`src/rtl/muldiv_seq_pkg.sv`:
```
// Shared opcodes, FSM states, flag positions and result packing for the
// iterative multiply/divide unit.
package muldiv_seq_pkg;

  localparam int MD_W  = 16;
  localparam int CNT_W = 5;

  localparam logic [4:0] ALU_ADD = 5'h00;
  localparam logic [4:0] ALU_MUL = 5'h0C;
  localparam logic [4:0] ALU_DIV = 5'h0D;
  localparam logic [4:0] ALU_MOD = 5'h0E;

  typedef enum logic [1:0] {
    ST_IDLE = 2'd0,
    ST_BUSY = 2'd1,
    ST_DONE = 2'd2
  } state_t;

  localparam int FLAG_ZF = 3;
  localparam int FLAG_NF = 2;
  localparam int FLAG_CF = 1;
  localparam int FLAG_OF = 0;

  typedef struct packed {
    logic [MD_W-1:0] res;
    logic [MD_W-1:0] res_x;
    logic [3:0]      flags;
  } result_t;

  function automatic logic is_iter(input logic [4:0] op);
    return (op == ALU_MUL) || (op == ALU_DIV) || (op == ALU_MOD);
  endfunction

  // lo/hi are P[15:0]/P[31:16] for MUL and Q/R for DIV/MOD.
  function automatic result_t pack_result(input logic is_mul, input logic is_mod,
                                          input logic [MD_W-1:0] lo,
                                          input logic [MD_W-1:0] hi,
                                          input logic dz);
    result_t r;
    r.res   = is_mod ? hi : lo;
    r.res_x = is_mod ? lo : hi;
    r.flags = '0;
    r.flags[FLAG_ZF] = (r.res == '0);
    r.flags[FLAG_NF] = r.res[MD_W-1];
    if (is_mul) begin
      r.flags[FLAG_CF] = (hi != '0);
      r.flags[FLAG_OF] = (hi != '0);
    end else begin
      r.flags[FLAG_OF] = dz;
    end
    return r;
  endfunction

endpackage

```
`src/rtl/muldiv_step.sv`:
```
// One iteration of LSB-first shift-add multiply or restoring divide.
// DIV reuses sa[15:0] as dividend-in / quotient-out and acc[16:0] as remainder.
module muldiv_step
  import muldiv_seq_pkg::*;
(
  input  logic        is_mul,
  input  logic [31:0] acc,
  input  logic [31:0] sa,
  input  logic [15:0] sb,
  output logic [31:0] acc_n,
  output logic [31:0] sa_n,
  output logic [15:0] sb_n,
  output logic        qbit
);

  logic [16:0] rem_sh;
  logic [17:0] trial;

  always_comb begin
    acc_n  = acc;
    sa_n   = sa;
    sb_n   = sb;
    qbit   = 1'b0;
    rem_sh = '0;
    trial  = '0;
    if (is_mul) begin
      if (sb[0]) acc_n = acc + sa;
      sa_n = sa << 1;
      sb_n = sb >> 1;
    end else begin
      rem_sh = {acc[15:0], sa[15]};
      trial  = {1'b0, rem_sh} - {2'b0, sb};
      qbit   = ~trial[17];
      acc_n  = {15'b0, qbit ? trial[16:0] : rem_sh};
      sa_n   = {16'b0, sa[14:0], qbit};
    end
  end

endmodule

```
`src/rtl/muldiv_seq.sv`:
```
// Iterative 16-bit unsigned MUL/DIV/MOD responder on the ALU ready handshake.
// Define MULDIV_EARLY_EXIT_EN to let MUL stop once the multiplier runs out of set bits.
module muldiv_seq
  import muldiv_seq_pkg::*;
#(
  parameter int W = 16
) (
  input  logic         clk,
  input  logic         rst_n,
  input  logic [4:0]   opsel,
  input  logic [W-1:0] a,
  input  logic [W-1:0] b,
  output logic         ready,
  output logic [W-1:0] res,
  output logic [W-1:0] res_x,
  output logic [3:0]   flags
);

  state_t           state;
  logic [CNT_W-1:0] cnt;
  logic [31:0]      acc, sa, acc_n, sa_n;
  logic [15:0]      sb, sb_n;
  logic             op_mul, op_mod, qbit, last_iter, req_mul;
  result_t          fin, zero_res;

  muldiv_step u_step (
    .is_mul (op_mul),
    .acc    (acc),
    .sa     (sa),
    .sb     (sb),
    .acc_n  (acc_n),
    .sa_n   (sa_n),
    .sb_n   (sb_n),
    .qbit   (qbit)
  );

`ifdef MULDIV_EARLY_EXIT_EN
  assign last_iter = (cnt == 5'd15) || (op_mul && (sb_n == '0));
`else
  assign last_iter = (cnt == 5'd15);
`endif

  // No path from a/b: ready only looks at state and the op code.
  assign ready = (state == ST_DONE) || ((state == ST_IDLE) && !is_iter(opsel));

  assign req_mul  = (opsel == ALU_MUL);
  assign fin      = pack_result(op_mul, op_mod,
                                op_mul ? acc_n[15:0]  : sa_n[15:0],
                                op_mul ? acc_n[31:16] : acc_n[15:0],
                                1'b0);
  // Zero multiplier gives P=0; zero divisor gives Q=all ones, R=a.
  assign zero_res = pack_result(req_mul, opsel == ALU_MOD,
                                req_mul ? 16'h0000 : 16'hFFFF,
                                req_mul ? 16'h0000 : a,
                                !req_mul);

  always_ff @(posedge clk) begin
    if (!rst_n) begin
      state  <= ST_IDLE;
      cnt    <= '0;
      acc    <= '0;
      sa     <= '0;
      sb     <= '0;
      op_mul <= 1'b0;
      op_mod <= 1'b0;
      res    <= '0;
      res_x  <= '0;
      flags  <= '0;
    end else begin
      case (state)
        ST_IDLE: begin
          if (is_iter(opsel)) begin
            op_mul <= req_mul;
            op_mod <= (opsel == ALU_MOD);
            acc    <= '0;
            sa     <= {16'b0, a};
            sb     <= b;
            cnt    <= '0;
            if (b == '0) begin
              res   <= zero_res.res;
              res_x <= zero_res.res_x;
              flags <= zero_res.flags;
              state <= ST_DONE;
            end else begin
              state <= ST_BUSY;
            end
          end
        end
        ST_BUSY: begin
          acc <= acc_n;
          sa  <= sa_n;
          sb  <= sb_n;
          cnt <= cnt + 5'd1;
          if (last_iter) begin
            res   <= fin.res;
            res_x <= fin.res_x;
            flags <= fin.flags;
            state <= ST_DONE;
          end
        end
        ST_DONE: state <= ST_IDLE;
        default: state <= ST_IDLE;
      endcase
    end
  end

endmodule

```
`config.mk`:
```
export PLATFORM = sky130hd
export DESIGN_NAME = muldiv_seq
export DESIGN_NICKNAME = d
export VERILOG_FILES = /design/src/rtl/muldiv_seq_pkg.sv /design/src/rtl/muldiv_step.sv /design/src/rtl/muldiv_seq.sv
export SDC_FILE = /design/constraint.sdc
export NUM_CORES = 1
export LEC_CHECK = 0
export ABC_CLOCK_PERIOD_IN_PS = 8210
export BUFFER_PORTS_ARGS = -buffer_cell sky130_fd_sc_hd__buf_2
export CORE_AREA = 5 5 126 128
export CTS_CLUSTER_SIZE = 24
export DETAILED_ROUTE_END_ITERATION = 8
export DIE_AREA = 0 0 131 133
export PLACE_DENSITY = 0.85
export SYNTH_ARGS = -nofsm -noshare
export SYNTH_HDL_FRONTEND = slang
export SYNTH_SLANG_ARGS = --single-unit
```
`constraint.sdc`:
```
create_clock -name clk -period 8.21 [get_ports clk]
set_clock_uncertainty 0.15 [all_clocks]
set_input_delay 0.4105 -clock clk [delete_from_list [all_inputs] [get_ports clk]]
set_output_delay 0.4105 -clock clk [all_outputs]
set_load 0.005 [all_outputs]
```
==> impl_metrics.json <==
{
  "outcome": "completed",
  "worstHoldPathCells": 3,
  "cts_tree": "done",
  "rsz0062_at_grt": "false",
  "diodes": 0,
  "ctsResizeCount": 0,
  "min_to": "sb[15]",
  "reg2reg_depth": 13,
  "drtAntennaViolNets": 0,
  "cp_num_cells": 13,
  "yosys.area_share.simple_pct": 22.2,
  "via_per_inst": 6.78,
  "cp-end-kind": "flip-flop",
  "final_util_pct": 69.4,
  "ys_seq_area_share_pct": 26.4,
  "via_count": 10300,
  "numCtsBuffers": 17,
  "yosysWarnings": 0,
  "ioPinCount": 76,
  "finalCriticalPeriod_ns": 4.77,
  "setup_violations": 0,
  "ys_types": 82,
  "peakVddDrop_mv": 0.157,
  "start_kind": "flip-flop",
  "synth_edf_count": 0,
  "tns_ns": 0,
  "fmax_mhz": 210,
  "die_x_um": 131,
  "grt_max_degree": 102,
  "post_cts_buffers": 0,
  "yosys.area_share.adder_pct": 6.95,
  "drv_cap": 0,
  "drtPass1Iterations": 7,
  "postSynthCellCount": 1311,
  "nets": 1405,
  "portBuffers": 75,
  "antenna_found_initial": 0,
  "cp_max_fo": 19,
  "die_area_um2": 17400,
  "fin_crit_sh_pct": 58.1,
  "async_flop_share_pct": 0,
  "crit_chain": "inv_1 -> ha_1 -> nor2b_1 -> o2111ai_1 -> a21oi_1 -> o21ai_1 -> a211o_1 -> and2_1 -> a221oi_1 -> nor3_1 -> nor4bb_1 -> a211oi_1 -> nor4b_2",
  "r2r_start": "sa[15]",
  "critPathKind": "reg2reg",
  "clockBufferDepth": 2,
  "die_y_um": 133,
  "crit_start": "sa[15]",
  "clk_latency_ns": 0.45,
  "drive_above_1_share_pct": 11.4,
  "synth_top_flop_cell": "dfxtp_1",
  "fillers": 1293,
  "dp.final_hpwl_um": 23700,
  "finalHoldViolCount": 0,
  "syn-num-nets": 1401,
  "avgSynthCellArea_um2": 7.16,
  "worstHoldStart": "b[15]",
  "crit_buf_inv": 1,
  "power.leakage_nw": 4.13,
  "rows": 45,
  "worst_slew_pin_slew_ns": 1.13,
  "routedWlPerCell_um": 21.6,
  "place.gp.congestion": 1.00,
  "wirelength_um": 32700,
  "power_mw": 1.78,
  "cts_root_buffer": "clkbuf_16",
  "grt_pass1_vias": 9208,
  "start_util_pct": 63.7,
  "holdBufCountCts": 0,
  "clkSlewWorstSetupHoldPaths_ns": 0.06,
  "hold_path.class": "in2reg",
  "worstReg2RegEnd": "flags[3]",
  "syn_area_um2": 9390,
  "p_per_area_nw_per_um2": 174,
  "core_area_um2": 14800,
  "slew_headroom_pct": 24.9,
  "synth_compound_area_share_pct": 33.1,
  "ff2ff_setup_slack_ns": 3.44,
  "crit_path_max_incr_delay_ns": 0.89,
  "grt_usage_pct": 37.1,
  "ctsHtreeMaxLevel": 4,
  "grt_remaining_overflow": 0,
  "cp_slowest_cell": "a221oi_1",
  "cts_sinks": 124,
  "synthToLayoutAreaGrowth_pct": 9.09,
  "synth_mux_area_share_pct": 1.87,
  "grt_first_pass_wirelength_um": 51100,
  "cp.required_ns": 8.42,
  "ys_ff_latch": 124,
  "synth_top_family_by_area": "compound AO/OA/AOI/OAI gates",
  "first_iter_violations": 1325,
  "drc_errors": 0,
  "critPathTopFamily": "compound AO/OA/AOI/OAI gates",
  "worstPathArrival_ns": 4.98,
  "synth_xor_area_share_pct": 3.17,
  "maxSlewViolCount": 0
}
[sequential cells by signal, indices dropped and copies added, names as in the netlist, 2 cells and up]
signal / count
res: 15
sa: 32
cnt: 5
res_x: 16
state: 2
acc: 32
flags: 4
sb: 16
[report_power, final]
| part | internal (mW) | total [mW] | switching [mW] |
|---|---|---|---|
| Sequential | 0.611 | 0.624 | 0.0130 |
| Combinational | 0.138 | 0.406 | 0.268 |
| Clock | 0.429 | 0.748 | 0.320 |
| Total | 1.18 | 1.78 | 0.600 |
[synth_stat cells, drive strengths merged (6+ instances only)]
master | count | share of area, %
a22oi | 30 | 2.5
o21a | 18 | 1.4
ha | 49 | 6.5
or2 | 6 | 0.40
mux2i | 13 | 1.4
a21o | 25 | 2.0
nand4 | 20 | 1.5
a221oi | 18 | 1.7
dfxtp | 124 | 26
o31ai | 11 | 0.88
o21ai | 88 | 4.8
nor3 | 22 | 1.2
a211o | 11 | 1.0
buf | 31 | 1.9
clkbuf | 72 | 2.9
nand3 | 27 | 1.4
a311oi | 7 | 0.65
nor4 | 13 | 0.87
xor2 | 15 | 1.4
inv | 39 | 1.6
a21oi | 148 | 7.9
or3 | 9 | 0.61
nor2 | 177 | 7.1
a211oi | 29 | 2.4
and3 | 6 | 0.45
nand2 | 158 | 6.3
a31oi | 13 | 0.87
xnor2 | 19 | 1.8
nor2b | 7 | 0.47
o211ai | 30 | 2.5
[logic make-up (layout without fill, tap and decap cells)]
group	after synthesis	count (layout)
AND/OR/NAND/NOR	467	467
flip-flops	124	124
multiplexers	17	17
AO/OA/AOI/OAI	475	475
adder cells (fa/ha/maj)	51	51
XOR/XNOR	34	34
buffers and inverters	143	160
[layer usage]
| metal | GRT usage [%] | vias up | wire length [µm] |
|---|---|---|---|
| met2 | 55.5 | 676 | 14300 |
| li1 | - | 4798 | - |
| met5 | 0 | - | 0 |
| met3 | 8.84 | 116 | 3540 |
| met4 | 16.9 | 0 | 1530 |
| met1 | 50.1 | 4692 | 13400 |
[worst min-delay path, delay by kind of cell]
family | cells | cell delay, ns
AND/OR/NAND/NOR | 1 | 0.05
AO/OA/AOI/OAI | 1 | 0.05
buffers and inverters | 1 | 0.11
[area by class of cell]
| cell class | count | area (µm²) | share of cell area [%] |
|---|---|---|---|
| clock buffer | 18 | 439 | 4.29 |
| clock inverter | 14 | 134 | 1.31 |
| inverter | 40 | 150 | 1.47 |
| multi-input combinational | 1044 | 6330 | 61.8 |
| sequential | 124 | 2480 | 24.2 |
| tap | 188 | 235 | 2.30 |
| timing repair buffer | 88 | 473 | 4.62 |
[how the worst max path moves through the flow]
stage               endpoint  slack [ns]
floorplan           flags[3]        4.72
global placement    flags[3]        3.68
detailed placement  flags[3]        3.65
CTS                 flags[3]        3.56
global route        flags[3]        3.23
finish              flags[3]        3.44
[layout by cell type (no fill, tap or decap), types with 15 or more instances in the layout]
master,instances
nor2_1,176
nand2_1,158
a21oi_1,147
dfxtp_1,124
o21ai_0,78
buf_2,75
ha_1,49
inv_1,38
a22oi_1,29
o211ai_1,29
nand3_1,27
a211oi_1,27
a21o_1,25
nor3_1,22
nand4_1,19
xnor2_1,19
o21a_1,18
a221oi_1,17
clkbuf_16,17
xor2_1,15
[through the flow]
step | instances | setup WS (ns) | hold slack [ns] | cell area (µm²)
after floorplan | 1311 | 4.72 | 0.298 | 9390
after global placement | 1484 | 3.68 | 0.282 | 9670
after detailed placement | 1484 | 3.65 | 0.292 | 9670
after CTS | 1516 | 3.56 | 0.0698 | 10200
after global routing | 1516 | 3.23 | 0.107 | 10200
final | 1516 | 3.44 | 0.0743 | 10200
(Power assumes the default switching activity.)
